$ cat src/rtl/lambda_update_pipe_pkg.sv
// Shared types and helpers for the lambda update pipeline.
// Default widths/fractions: mag Q6.10, rho Q1.7, phi Q6.10, lambda 16 bits.
package lambda_update_pipe_pkg;

  localparam int LANES_D = 4;
  localparam int MAG_W_D = 16;
  localparam int MAG_F_D = 10;
  localparam int RHO_W_D = 8;
  localparam int RHO_F_D = 7;
  localparam int PHI_W_D = 16;
  localparam int PHI_F_D = 10;
  localparam int OUT_W_D = 16;

  typedef logic signed [MAG_W_D-1:0] mag_t;
  typedef logic signed [RHO_W_D-1:0] rho_t;
  typedef logic signed [PHI_W_D-1:0] phi_t;
  typedef logic signed [OUT_W_D-1:0] lambda_t;

  // Clamp a wide signed value into the signed range of an out_w-bit result.
  function automatic logic signed [63:0] lambda_sat_fn(input logic signed [63:0] d,
                                                       input int out_w);
    logic signed [63:0] hi;
    logic signed [63:0] lo;
    hi = (64'sd1 <<< (out_w - 1)) - 64'sd1;
    lo = -hi - 64'sd1;
    if (d > hi)      lambda_sat_fn = hi;
    else if (d < lo) lambda_sat_fn = lo;
    else             lambda_sat_fn = d;
  endfunction

endpackage

$ cat src/rtl/lambda_update_pipe_lane.sv
// One lane of the second stage: floor-shift the product back to the mag
// fraction and subtract it from mag. Purely combinational.
// LAMBDA_SAT_EN selects the full-width clamped subtract; otherwise the
// subtract wraps exactly like the original single-lane update.
module lambda_lane
  import lambda_update_pipe_pkg::*;
#(
  parameter int MAG_W  = MAG_W_D,
  parameter int PROD_W = RHO_W_D + PHI_W_D,
  parameter int SH     = RHO_F_D + PHI_F_D - MAG_F_D,
  parameter int OUT_W  = OUT_W_D
) (
  input  logic signed [MAG_W-1:0]  mag,
  input  logic signed [PROD_W-1:0] prod,
  output logic        [OUT_W-1:0]  lambda,
  output logic                     sat
);

  localparam int P_W = PROD_W - SH;

  // Arithmetic shift gives floor rounding with no bias term.
  logic signed [PROD_W-1:0] prod_sh;
  assign prod_sh = prod >>> SH;

`ifdef LAMBDA_SAT_EN
  localparam int D_W = ((P_W > MAG_W) ? P_W : MAG_W) + 1;

  logic signed [P_W-1:0] p;
  logic signed [D_W-1:0] d;
  logic signed [63:0]    d_full;
  logic signed [63:0]    clamped;

  assign p       = P_W'(prod_sh);
  assign d       = D_W'(mag) - D_W'(p);
  assign d_full  = 64'(d);
  assign clamped = lambda_sat_fn(d_full, OUT_W);
  assign lambda  = OUT_W'(clamped);
  assign sat     = (clamped != d_full);
`else
  // Keep only the low MAG_W bits of p, then subtract modulo 2^OUT_W.
  logic signed [MAG_W-1:0] p_trunc;
  logic signed [OUT_W-1:0] mag_x;
  logic signed [OUT_W-1:0] p_x;

  assign p_trunc = MAG_W'(prod_sh);
  assign mag_x   = OUT_W'(mag);
  assign p_x     = OUT_W'(p_trunc);
  assign lambda  = mag_x - p_x;
  assign sat     = 1'b0;
`endif

endmodule

$ cat src/rtl/lambda_update_pipe.sv
// Multi-lane two-stage elastic pipeline computing lambda = mag - rho*phi.
// Stage 1 registers the full-width products; stage 2 registers the shifted,
// subtracted (and optionally clamped) lambdas.
// Optional feature macro: LAMBDA_SAT_EN (saturating arithmetic, sat_cnt).
//
// Handshake: a beat moves across an interface on a clock edge where both
// valid and ready are high. Each stage holds one beat and loads when it is
// empty or its held beat leaves in the same cycle, so in_ready depends on
// out_ready combinationally and capacity is exactly two beats.
module lambda_update_pipe
  import lambda_update_pipe_pkg::*;
#(
  parameter int LANES = LANES_D,
  parameter int MAG_W = MAG_W_D,
  parameter int MAG_F = MAG_F_D,
  parameter int RHO_W = RHO_W_D,
  parameter int RHO_F = RHO_F_D,
  parameter int PHI_W = PHI_W_D,
  parameter int PHI_F = PHI_F_D,
  parameter int OUT_W = OUT_W_D
) (
  input  logic                     clk,
  input  logic                     rst_n,
  input  logic                     in_valid,
  output logic                     in_ready,
  input  logic                     in_last,
  input  logic [LANES*MAG_W-1:0]   mag_in,
  input  logic [LANES*RHO_W-1:0]   rho_in,
  input  logic [LANES*PHI_W-1:0]   phi_in,
  output logic                     out_valid,
  input  logic                     out_ready,
  output logic                     out_last,
  output logic [LANES*OUT_W-1:0]   lambda_out,
  output logic [LANES-1:0]         sat_flag,
  output logic [15:0]              sat_cnt
);

  localparam int SH     = RHO_F + PHI_F - MAG_F;
  localparam int PROD_W = RHO_W + PHI_W;

  logic                      s1_valid;
  logic                      s1_last;
  logic [LANES*PROD_W-1:0]   s1_prod;
  logic [LANES*MAG_W-1:0]    s1_mag;
  logic [LANES*PROD_W-1:0]   prod_next;
  logic [LANES*OUT_W-1:0]    lambda_next;
  logic [LANES-1:0]          sat_next;
  logic                      s2_load;

  assign s2_load  = !out_valid || out_ready;
  assign in_ready = !s1_valid || s2_load;

  for (genvar i = 0; i < LANES; i++) begin : g_lane
    assign prod_next[i*PROD_W +: PROD_W] =
      PROD_W'($signed(rho_in[i*RHO_W +: RHO_W])) *
      PROD_W'($signed(phi_in[i*PHI_W +: PHI_W]));

    lambda_lane #(
      .MAG_W  (MAG_W),
      .PROD_W (PROD_W),
      .SH     (SH),
      .OUT_W  (OUT_W)
    ) u_lane (
      .mag    (s1_mag[i*MAG_W +: MAG_W]),
      .prod   (s1_prod[i*PROD_W +: PROD_W]),
      .lambda (lambda_next[i*OUT_W +: OUT_W]),
      .sat    (sat_next[i])
    );
  end

  // Stage 1: capture products, mag and frame marker when the stage can load.
  always_ff @(posedge clk or negedge rst_n) begin
    if (!rst_n) begin
      s1_valid <= 1'b0;
      s1_last  <= 1'b0;
      s1_prod  <= '0;
      s1_mag   <= '0;
    end else if (in_ready) begin
      s1_valid <= in_valid;
      if (in_valid) begin
        s1_last <= in_last;
        s1_prod <= prod_next;
        s1_mag  <= mag_in;
      end
    end
  end

  // Stage 2: output registers; data only changes when a new beat arrives.
  always_ff @(posedge clk or negedge rst_n) begin
    if (!rst_n) begin
      out_valid  <= 1'b0;
      out_last   <= 1'b0;
      lambda_out <= '0;
      sat_flag   <= '0;
    end else if (s2_load) begin
      out_valid <= s1_valid;
      if (s1_valid) begin
        out_last   <= s1_last;
        lambda_out <= lambda_next;
        sat_flag   <= sat_next;
      end
    end
  end

`ifdef LAMBDA_SAT_EN
  logic [16:0] pop;
  logic [16:0] cnt_sum;

  // Count clamped lanes of the current output beat.
  always_comb begin
    pop = '0;
    for (int k = 0; k < LANES; k++) begin
      pop = pop + 17'(sat_flag[k]);
    end
    cnt_sum = {1'b0, sat_cnt} + pop;
  end

  // Accumulate clamp events on each output handshake, sticking at all-ones.
  always_ff @(posedge clk or negedge rst_n) begin
    if (!rst_n) begin
      sat_cnt <= '0;
    end else if (out_valid && out_ready) begin
      sat_cnt <= cnt_sum[16] ? 16'hFFFF : cnt_sum[15:0];
    end
  end
`else
  assign sat_cnt = '0;
`endif

endmodule
$ cat config.mk
export PLATFORM = sky130hd
export DESIGN_NAME = lambda_update_pipe
export DESIGN_NICKNAME = d
export VERILOG_FILES = /design/src/rtl/lambda_update_pipe_pkg.sv /design/src/rtl/lambda_update_pipe_lane.sv /design/src/rtl/lambda_update_pipe.sv
export SDC_FILE = /design/constraint.sdc
export NUM_CORES = 2
export LEC_CHECK = 0
export CORE_MARGIN = 2
export CORE_UTILIZATION = 35
export CTS_BUF_LIST = sky130_fd_sc_hd__clkbuf_8
export DETAILED_ROUTE_END_ITERATION = 8
export PLACE_DENSITY_LB_ADDON = 0.25
export SETUP_SLACK_MARGIN = 0.02
export SYNTH_ARGS = -nofsm -noshare
export SYNTH_HDL_FRONTEND = slang
export SYNTH_HIERARCHICAL = 1
export SYNTH_SLANG_ARGS = --single-unit
$ cat constraint.sdc
create_clock -name clk -period 3.35 [get_ports clk]
set_input_delay 0.335 -clock clk [delete_from_list [all_inputs] [get_ports clk]]
set_output_delay 0.335 -clock clk [all_outputs]
set_load 0.05 [all_outputs]
==> out/results.ini <==
[run_status]
status=complete, but fails checks
violations=setup timing

[setup_path]
critical_path.max_fanout=6
arrival_ns=4.41
crit_type=input port to flop
critPathRequiredTime_ns=3.74
cp-end-kind=flop
critPathLaunchType=input port

[detailed_routing]
dr_wl_met2_mm=33.1
vias=22100
viasPerCell=4.67
drt-pass1-iter-count=5
dr_wl_met3_mm=2.45
wl_met1_mm=31.7
dr.max_layer_used=met5
ant_nets=0
wl_per_cell_um=14.4
remaining_drc_errors=0
initialDrtViolationCount=701
drt-total-wl_mm=68.2

[timing]
fmax_mhz=249
tns_ns=-22.96
rsz0062_at_grt=true
period_share=1.20
setup_viol=56
slew_headroom=0.539
fin_crit_ns=4.02
drv_slew=0
setup_ws_ns=-0.673
hold_viol_final=0
worst-slew-pin-transition_ns=0.689
finClkSkew_ns=0.0190

[clock_network]
htree_num_levels=4
insertion_delay_ns=0.52
numClockSinks=200
cts_buffer_depth=2
clk_pin_slew_ns=0.11
cts_inserted_buffers=17
cts_tree=yes
cts-root-buf=clkbuf_8

[place]
dp_cells=4636
port_buffers=235
dp_hpwl_mm=55.2
place.gp.congestion=0.843

[floorplanning]
die_w_um=291
die_area_mm2=0.0849
ios=252
floorplan.initialDensity=0.353
die_h_um=291
rows=105
core-area_mm2=0.0820

[grt]
track_usage=0.166
grt_pass1_wl_mm=116
grt_overflow=0
antenna_found_initial=4
grt_pass1_vias=23200
grt_max_degree=104

[final_layout]
stdcell_count=4737
nets=4473
fillers=7988
syn_to_final_growth_pct=31.4
drive_above_1_share=0.295

[power]
vdd_ir_drop_max_uv=626
leakagePower_nw=18.1
powerDensity_mw_per_mm2=870

[hold_path]
hold_class=input port to asynchronous set/reset pin

[yosys]
ys_warn_count=6
synth_area_mm2=0.0289
synth_cells=3057
postSynthAreaPerCell_um2=9.46

[run]
drv_cap=0

-- worst max-delay path: stages --
cell and delay, ns:
buf_8 0.11, and2_4 0.16, fa_1 0.50, fa_1 0.50, fa_1 0.51, inv_2 0.05, fa_1 0.49, inv_1 0.04
ha_2 0.17, or3_4 0.37, or4_1 0.40, o21a_2 0.26, a21oi_4 0.19, o21bai_1 0.10, xnor2_1 0.16, o21ai_1 0.07
-- final timing paths --
path | from | to | slack [ns] | cells after the start
setup / recovery | rho_in[20] | s1_prod[68] | -0.67 | 16
hold / removal | rst_n | s1_mag[58] | 0.37 | 2
setup reg to reg | s1_mag[48] | lambda_out[60] | 1.05 | 9
hold reg to reg | s1_prod[61] | s1_prod[61] | 0.49 | 2
max in group asynchronous | rst_n | lambda_out[20] | 2.21 | 3
min in group clk | mag_in[59] | s1_mag[59] | 0.43 | 2
-- routing by layer --
layer / global-route usage / vias to the layer above
li1: - / 10700
met1: 0.226 / 11100
met2: 0.280 / 248
met3: 0.0274 / 50
met4: 0.0308 / 2
met5: 0 / -
-- flip-flops by register name, indices dropped and copies added, names as in the netlist --
| name | flops |
|---|---|
| lambda_out | 64 |
| s1_mag | 64 |
| sat_flag | 4 |
| s1_last | 1 |
| out_last | 1 |
| s1_prod | 64 |
| out_valid | 1 |
| s1_valid | 1 |
-- per-stage QoR --
step	util	setup slack (ns)	power, W	area [um2]	hold WS (ns)
after global routing	0.463	-0.799	0.0365	38000	0.368
after global placement	0.434	-1.77	0.0283	35600	0.366
after CTS	0.455	-0.779	0.0323	37300	0.346
after detailed placement	0.434	-1.79	0.0285	35600	0.363
after floorplan	-	-1.01	0.0209	29800	0.0394
final	0.463	-0.673	0.0330	38000	0.368
-- final cells by class --
type	instances	area [um2]	area share
timing repair buffer	658	5870	0.155
inverter	623	2360	0.0622
clock buffer	18	248	0.00652
sequential	200	5000	0.132
tap	1070	1340	0.0353
antenna	2	5.00	0.000132
multi-input combinational	2152	23000	0.606
clock inverter	14	139	0.00366
-- power breakdown --
part           total, W  internal [W]  switching, W
Clock           0.00160      0.000629      0.000976
Combinational    0.0275        0.0134        0.0141
Sequential      0.00397       0.00339      0.000580
Total            0.0330        0.0174        0.0156
-- repair_timing --
item | CTS | global route
hold buffers | 1 | 0
endpoints found under the setup margin | 64 | 62
cloned | 6 | 0
hold endpoints to repair | 72 | 0
pin swaps | 224 | 195
buffers inserted | 43 | 25
resized for setup | 650 | 175
-- layout by cell type, fill, tap and decap left out, types with 54 or more instances in the layout --
cell,instances
a21oi_1,54
and2_1,296
buf_4,338
buf_6,93
clkdlybuf4s50_1,139
dfrtp_1,200
fa_1,395
ha_1,182
inv_1,570
mux2_2,137
nand2_1,207
nor2_1,86
xnor2_1,54
No activity file was read; power rests on OpenSTA's default activity.
